<file path="config.mk">
export PLATFORM = sky130hd
export DESIGN_NAME = led_frame_buffer
export DESIGN_NICKNAME = d
export VERILOG_FILES = /design/src/rtl/led_frame_buffer.sv
export SDC_FILE = /design/constraint.sdc
export NUM_CORES = 1
export LEC_CHECK = 0
export CORE_ASPECT_RATIO = 0.8
export CORE_MARGIN = 3
export CORE_UTILIZATION = 60
export CTS_BUF_LIST = sky130_fd_sc_hd__clkbuf_16
export DETAILED_ROUTE_END_ITERATION = 16
export GPL_ROUTABILITY_DRIVEN = 0
export PLACE_DENSITY = 0.8
export SLEW_MARGIN = 40
export SYNTH_ARGS = -nofsm -noshare
export SYNTH_HDL_FRONTEND = slang
export SYNTH_SLANG_ARGS = --single-unit
</file>
<file path="constraint.sdc">
create_clock -name clk -period 4.2 [get_ports clk]
set_input_delay 0.63 -clock clk [delete_from_list [all_inputs] [get_ports clk]]
set_output_delay 0.63 -clock clk [all_outputs]
set_load 0.005 [all_outputs]
</file>
<file path="src/rtl/led_frame_buffer.sv">
// led_frame_buffer: double-buffered 8x8 bitmap store for the LED row scanner.
// The CPU draws into the back bank; a commit swaps banks only on the scanner's
// frame boundary so a half-drawn image is never shown. A clear blanks the back
// bank over 8 cycles.
//
// Command protocol: wr_en, clear and commit are single-cycle strobes that are
// taken only in a cycle where busy is low (IDLE). While busy is high they are
// dropped, never queued. Priority in IDLE: clear > commit, and clear also
// drops a coincident write. A write and a commit together both take effect.
module led_frame_buffer #(
   parameter logic [7:0] ROW_BASE    = 8'd1,
   parameter logic [7:0] CLEAR_VALUE = 8'h00
) (
   input  logic       clk,
   input  logic       reset,
   input  logic       wr_en,
   input  logic [2:0] wr_addr,
   input  logic [7:0] wr_data,
   input  logic       clear,
   input  logic       commit,
   output logic       busy,
   output logic       front_bank,
   input  logic [7:0] rd_addr,
   input  logic       frame_start,
   output logic [7:0] row,
   output logic [1:0] state_dbg
);

   typedef enum logic [1:0] {
      S_IDLE    = 2'd0,
      S_CLEAR   = 2'd1,
      S_PENDING = 2'd2
   } state_t;

   state_t     state_q, state_d;
   logic [2:0] cnt_q, cnt_d;
   logic       front_q, front_d;
   logic [7:0] row_q, row_d;
   logic [7:0] mem_q [2][8];
   logic [7:0] mem_d [2][8];
   logic       back_bank;
   logic [7:0] rd_off;

   assign back_bank = ~front_q;
   // Offset wraps in 8 bits, so addresses below ROW_BASE land far out of range.
   assign rd_off    = rd_addr - ROW_BASE;

   // State register: FSM, clear counter, bank select, read pipeline and storage.
   always_ff @(posedge clk) begin
      if (reset) begin
         state_q <= S_IDLE;
         cnt_q   <= 3'd0;
         front_q <= 1'b0;
         row_q   <= 8'h00;
         for (int b = 0; b < 2; b++) begin
            for (int r = 0; r < 8; r++) begin
               mem_q[b][r] <= 8'h00;
            end
         end
      end else begin
         state_q <= state_d;
         cnt_q   <= cnt_d;
         front_q <= front_d;
         row_q   <= row_d;
         for (int b = 0; b < 2; b++) begin
            for (int r = 0; r < 8; r++) begin
               mem_q[b][r] <= mem_d[b][r];
            end
         end
      end
   end

   // Next-state logic: command acceptance, clear sweep and frame-aligned swap.
   always_comb begin
      state_d = state_q;
      cnt_d   = cnt_q;
      front_d = front_q;
      case (state_q)
         S_IDLE: begin
            if (clear) begin
               state_d = S_CLEAR;
               cnt_d   = 3'd0;
            end else if (commit) begin
               state_d = S_PENDING;
            end
         end
         S_CLEAR: begin
            cnt_d = cnt_q + 3'd1;
            if (cnt_q == 3'd7) begin
               state_d = S_IDLE;
            end
         end
         S_PENDING: begin
            if (frame_start) begin
               front_d = ~front_q;
               state_d = S_IDLE;
            end
         end
         default: begin
            state_d = S_IDLE;
         end
      endcase
   end

   // Output logic: busy flag and externally visible state.
   always_comb begin
      busy      = (state_q != S_IDLE);
      state_dbg = state_q;
   end

   // Datapath: back-bank writes/clears and the registered front-bank read.
   always_comb begin
      mem_d = mem_q;
      if (state_q == S_IDLE && wr_en && !clear) begin
         mem_d[back_bank][wr_addr] = wr_data;
      end else if (state_q == S_CLEAR) begin
         mem_d[back_bank][cnt_q] = CLEAR_VALUE;
      end
      // Read uses the pre-swap bank; a swap on this edge shows from the next read.
      row_d = 8'h00;
      if (rd_off < 8'd8) begin
         row_d = mem_q[front_q][rd_off[2:0]];
      end
   end

   assign front_bank = front_q;
   assign row        = row_q;

endmodule

</file>
-- Word level (Yosys, flattened, before mapping)
Index checks and enable logic that the tools add are counted.
- $add $sub $neg: 2
- multipliers: 0
- div/mod/pow operators: 0
- magnitude comparators: 9
- equal/unequal tests: 7
- shift operators: 0
- mux-type cells: 24
- bitwise operators: 9
- reductions and logical operators: 14
- operator list (cell ; count):
    $mux W64 ; 5
    $mux W128 ; 2
    $and A128 B128 Y128 ; 1
    $bwmux W128 ; 1
    $demux W64 S1 ; 2
    $not A128 Y128 ; 1
    $demux W8 S3 ; 2
    $mux W8 ; 4
    $bmux W8 S3 ; 1
    $ge A4 B4 Y1 const B ; 3
    $not A3 Y4 ; 3
    $lt A4 B1 Y1 const B ; 2
    $lt A8 B4 Y1 const B ; 1
    $mux W2 ; 4
    $sub A8 B1 Y8 const B ; 1
    $ne A2 B2 Y1 const B ; 3
    $pmux W2 S3 ; 1
    $pmux W3 S2 ; 1
    $reduce_bool A2 Y1 ; 3
    $logic_and A1 B1 Y1 ; 5
    $ge A2 B2 Y1 const B ; 2
    $not A1 Y2 ; 2
    $reduce_and A2 Y1 ; 2
    $add A3 B1 Y3 const B ; 1
    11 further kinds ; 12
- register bits: 142
- bits in latches: 0
- bits in writable memories: 0
- memory bits (read-only): 0
- output and inout port bits: 12
- logic and storage cells: 85
- memories: 0

-- Depth between registers and ports, before layout
- depth in word-level cells: 11
- gate-level depth with buffers: 10
- gate-level depth less buffers: 7

-- Least setup slack after synthesis
OpenSTA, ideal clock, no wires.
- path kind: input -> register
- from: input rd_addr[0]
- to: register row_q[0], in the netlist row[0]
- library setup time: 87 ps
- arrival: 2629 ps
- path slack: 1485 ps
- stages: 10
- buffers on the path: 3
- cells stage by stage: clkbuf_1 inv_1 ha_1 clkbuf_1 nand2b_1 clkbuf_1 a211oi_1 a311oi_1 o21ai_0 a211oi_1
- cells in the longest elaborated chain, start to end: 5
- RTL lines (element ; RTL line ; text):
    start: declaration ; 23 ; input logic [7:0] rd_addr,
    $sub A8 B1 Y8 * ; 46 ; assign rd_off = rd_addr - ROW_BASE;
    branches (longest 4 deep; another with $lt A8 B4 Y1) ; - ;
    end signal: assignment ; 64 ; row_q <= row_d;
    end: declaration ; 38 ; logic [7:0] row_q, row_d;
Mark *: on every way between the ends. The select of a mux whose other input is x is not followed.
A chain may end at the register's enable or synchronous reset.

-- Worst setup path after layout
- from: input wr_addr[1]
- to: register mem_q[15] (netlist name)
- cells in the longest elaborated chain, start to end: 9
- RTL lines (element ; RTL line ; text):
    start: declaration ; 17 ; input logic [2:0] wr_addr,
    $not A3 Y4 (implied by the code) * ; 115 ; mem_d[back_bank][wr_addr] = wr_data;
    $ge A4 B4 Y1 (implied by the code) or $lt A4 B1 Y1 (tied branches) ; 115 ;
    $logic_and A1 B1 Y1 (implied by the code) ; 115 ;
    $mux W8 (implied by the code) ; 115 ;
    $demux W8 S3 * ; 115 ;
    $mux W64 (implied by the code) * ; 115 ;
    $demux W64 S1 * ; 115 ;
    $bwmux W128 * ; 115 ;
    $mux W128 * ; 114 ; if (state_q == S_IDLE && wr_en && !clear) begin
    end signal: indexed assignment ; 67 ; mem_q[b][r] <= mem_d[b][r];
    end: declaration ; 39 ; logic [7:0] mem_q [2][8];
Mark *: on every way between the ends. The rest lies on a longest branch, timed or not.

==> impl_metrics.json <==
{
  "dpl_cell_area_sq_mm": 0.00650,
  "power_leakage_uw": 0.00259,
  "cts_tree": "done",
  "yosys_warnings": 0,
  "syn_nets": 564,
  "stdcell_area_sq_mm": 0.00709,
  "clock-sinks": 142,
  "status": "finished, final reports clean",
  "multiInputGateArea_sq_mm": 0.00293,
  "synthCells": 536,
  "worstPathCellList": "clkdlybuf4s50_1, clkinv_1, nor2_1, and3_1, a311oi_2, a22o_1",
  "drc": 0,
  "max_freq_ghz": 0.345,
  "p_sw_share_pct": 23.5,
  "syn_area_sq_mm": 0.00602,
  "nets": 590,
  "route.vias.total": 4788,
  "ctsLongestPathBuffers": 2,
  "clock_latency_ns": 0.41,
  "peakVddDrop_uv": 336,
  "crit_buf_inv": 2,
  "drt-pass1-iter-count": 5,
  "synth-edff-count": 0,
  "powerDensity_mw_per_mm2": 437,
  "synth_cell_types": 46,
  "power_uw": 3090,
  "tns_ns": 0,
  "grt.overflow.total": 0,
  "post-route-period-util_pct": 68.9,
  "clk_pin_slew_ns": 0.06,
  "ff_latch_area_sq_mm": 0.00285,
  "final_cells": 712,
  "die_w_microns": 118,
  "internal_power_uw": 2370,
  "power_switching_uw": 728,
  "start_kind": "input pin",
  "synth-seq-cells": 142,
  "drive_above_1_share_pct": 16.5,
  "fill_cells": 697,
  "ios": 37,
  "tightest_slew_ns": 0.881,
  "numCtsBuffers": 17,
  "via_per_inst": 6.72,
  "dp_slack_ns": 0.942,
  "critPathRequiredTime_ns": 4.51,
  "wl_met1_microns": 7010,
  "cts_root_buf": "clkbuf_16",
  "period_needed_ns": 2.90,
  "antenna_found_initial": 0,
  "cpPeakStageDelay_ns": 0.89,
  "hold_viol": 0,
  "seq_area_frac_synth_pct": 47.2,
  "yosysTopAreaCellShare_pct": 47.2,
  "cap_violations": 0,
  "dp_hpwl_microns": 10900,
  "portBuffers": 36,
  "hold_buffers": 0,
  "power_frac_comb_pct": 7.8,
  "async_flop_share_pct": 0,
  "grt_pass1_vias": 4846,
  "rsz0062_at_grt": "no",
  "area_growth_pct": 17.7,
  "drtAntennaViolNets": 0,
  "path_delay_family": "buffers and inverters",
  "drt_iter0_markers": 470,
  "cts_setup_buffers": 0,
  "ys.flop_type": "dfxtp_1",
  "grt_use_total_pct": 31.7,
  "setup_viol": 0,
  "cts_resized": 0,
  "slew_headroom_pct": 40.8,
  "fin_ws_ns": 1.30,
  "fp-row-count": 32,
  "grt_start_max_net_pins": 39,
  "seq_power_share_pct": 44.3,
  "floorplan.core_area_sq_mm": 0.00969,
  "worstPathArrival_ns": 3.20,
  "top_layer_used": "met4",
  "critPathMaxFanout": 9,
  "synth_top_cell_by_area": "dfxtp_1",
  "die_area_sq_mm": 0.0113,
  "drv_slew": 0,
  "hold_class": "reg2reg",
  "pwr-share-clk_pct": 47.9,
  "crit_type": "in2reg",
  "htreeDepth": 4,
  "crit_slowest_cell": "clkdlybuf4s50_1",
  "route.met2.wl_microns": 8060,
  "synth_area_leaders": "dfxtp_1 (47%), a22o_1 (17%), mux4_2 (6.0%)",
  "post_drt_wl_per_cell_microns": 24.1,
  "dp_cells": 679,
  "finalClockSkew_ns": 0.00847,
  "initial_core_util_pct": 62.1,
  "end_kind": "register",
  "grt_pass1_wl_microns": 27200,
  "syn_area_per_cell_sq_um": 11.2,
  "die_h_microns": 95.6,
  "totalWireLength_microns": 17200,
  "met3WireLength_microns": 1620
}
-- layout by cell type (no fill, tap or decap), drive strengths merged --
cell type,synthesis,layout
or2b,1,1
ha,3,3
nor2b,22,22
nor3b,7,7
diode,0,1
or3b,1,1
xnor2,1,1
clkinvlp,0,3
mux2,1,1
bufinv,0,3
a22o,120,120
o41ai,1,1
a311oi,12,12
inv,19,22
a22oi,10,10
nand2b,4,4
mux2i,23,23
o211ai,1,1
nor4,3,3
and3,5,5
buf,16,18
nor3,14,14
clkinv,1,7
a211oi,26,26
o21ai,9,9
xor2,1,1
dfxtp,142,142
a31oi,1,1
o21bai,1,1
clkdlybuf4s50,0,35
or2,2,2
or3,2,2
a21oi,5,5
nand2,10,10
mux4,16,16
o22ai,9,9
nand3b,1,1
clkbuf,30,17
nor2,16,16
-- power groups by stage --
stage / logic, uW / registers, uW / clock network [uW]
detailed placement: 234 / 1400 / 0
CTS: 237 / 1370 / 1480
finish: 242 / 1370 / 1480
global route: 257 / 1370 / 1540
global placement: 228 / 1400 / 0
floorplan: 154 / 1390 / 0
-- cell families after synthesis --
kind of cell               after synthesis  share of synthesized area, %
DFF                                    142                          47.2
adders and majority gates                3                         0.624
xor gates and xnor gates                 2                         0.291
buffers and inverters                   66                          4.45
and+or+nand+nor                         88                          10.2
AOI/OAI and AO/OA                      195                          27.2
muxes                                   40                          10.0
-- cell type report --
class | count | share of cell area, %
tap | 136 | 2.40
clock buffer | 17 | 6.00
antenna | 1 | 0.0353
multi-input combinational | 328 | 41.3
clock inverter | 15 | 2.21
sequential | 142 | 40.2
inverter | 20 | 1.06
timing repair buffer | 53 | 6.82
-- metal layers --
metal | global-route usage [%] | up-vias
met2 | 50.7 | 240
met1 | 41.2 | 2372
met4 | 13.2 | 0
met5 | 0 | -
li1 | - | 2132
met3 | 8.54 | 44
-- flip-flops by register name, summed over array words and instances (netlist names) --
register,cells
mem_q,128
row,8
cnt_q,3
state_dbg,2
front_bank,1
-- per-stage QoR --
step | hold slack, ns | util (%)
6_report | 0.448 | 73.1
5_1_grt | 0.475 | 73.1
4_1_cts | 0.453 | 73.1
3_5_place_dp | 0.444 | 67.0
3_3_place_gp | 0.433 | 66.9
2_1_floorplan | 0.424 | -
-- cells in the mapped netlist (3+ instances only) --
cell	n
nor2b_1	22
a21oi_1	5
nand2b_1	4
dfxtp_1	142
a211oi_2	7
nor3_1	4
o22ai_1	9
a22o_1	116
nor3_4	8
and3_1	5
buf_1	7
a311oi_1	10
nand2_1	9
clkbuf_1	30
mux2i_1	23
o21ai_0	9
inv_1	19
nor3b_1	7
a22o_2	4
buf_2	7
ha_1	3
nor2_1	16
a22oi_1	10
a211oi_1	19
mux4_2	16
-- tightest hold or removal path: stages, from the launching register on --
cell,delay (ns)
dfxtp_1,0.30
inv_1,0.05
o22ai_1,0.05
-- final timing paths --
| check | cells after the start | start | slack [ns] | to |
|---|---|---|---|---|
| worst max-delay path | 6 | wr_addr[1] | 1.30 | mem_q[15] |
| worst min-delay path | 2 | mem_q[86] | 0.45 | mem_q[86] |
| worst max register to register | 5 | state_dbg[0] | 1.55 | mem_q[46] |
| worst min register to register | 2 | mem_q[86] | 0.45 | mem_q[86] |
(Power assumes the default switching activity.)
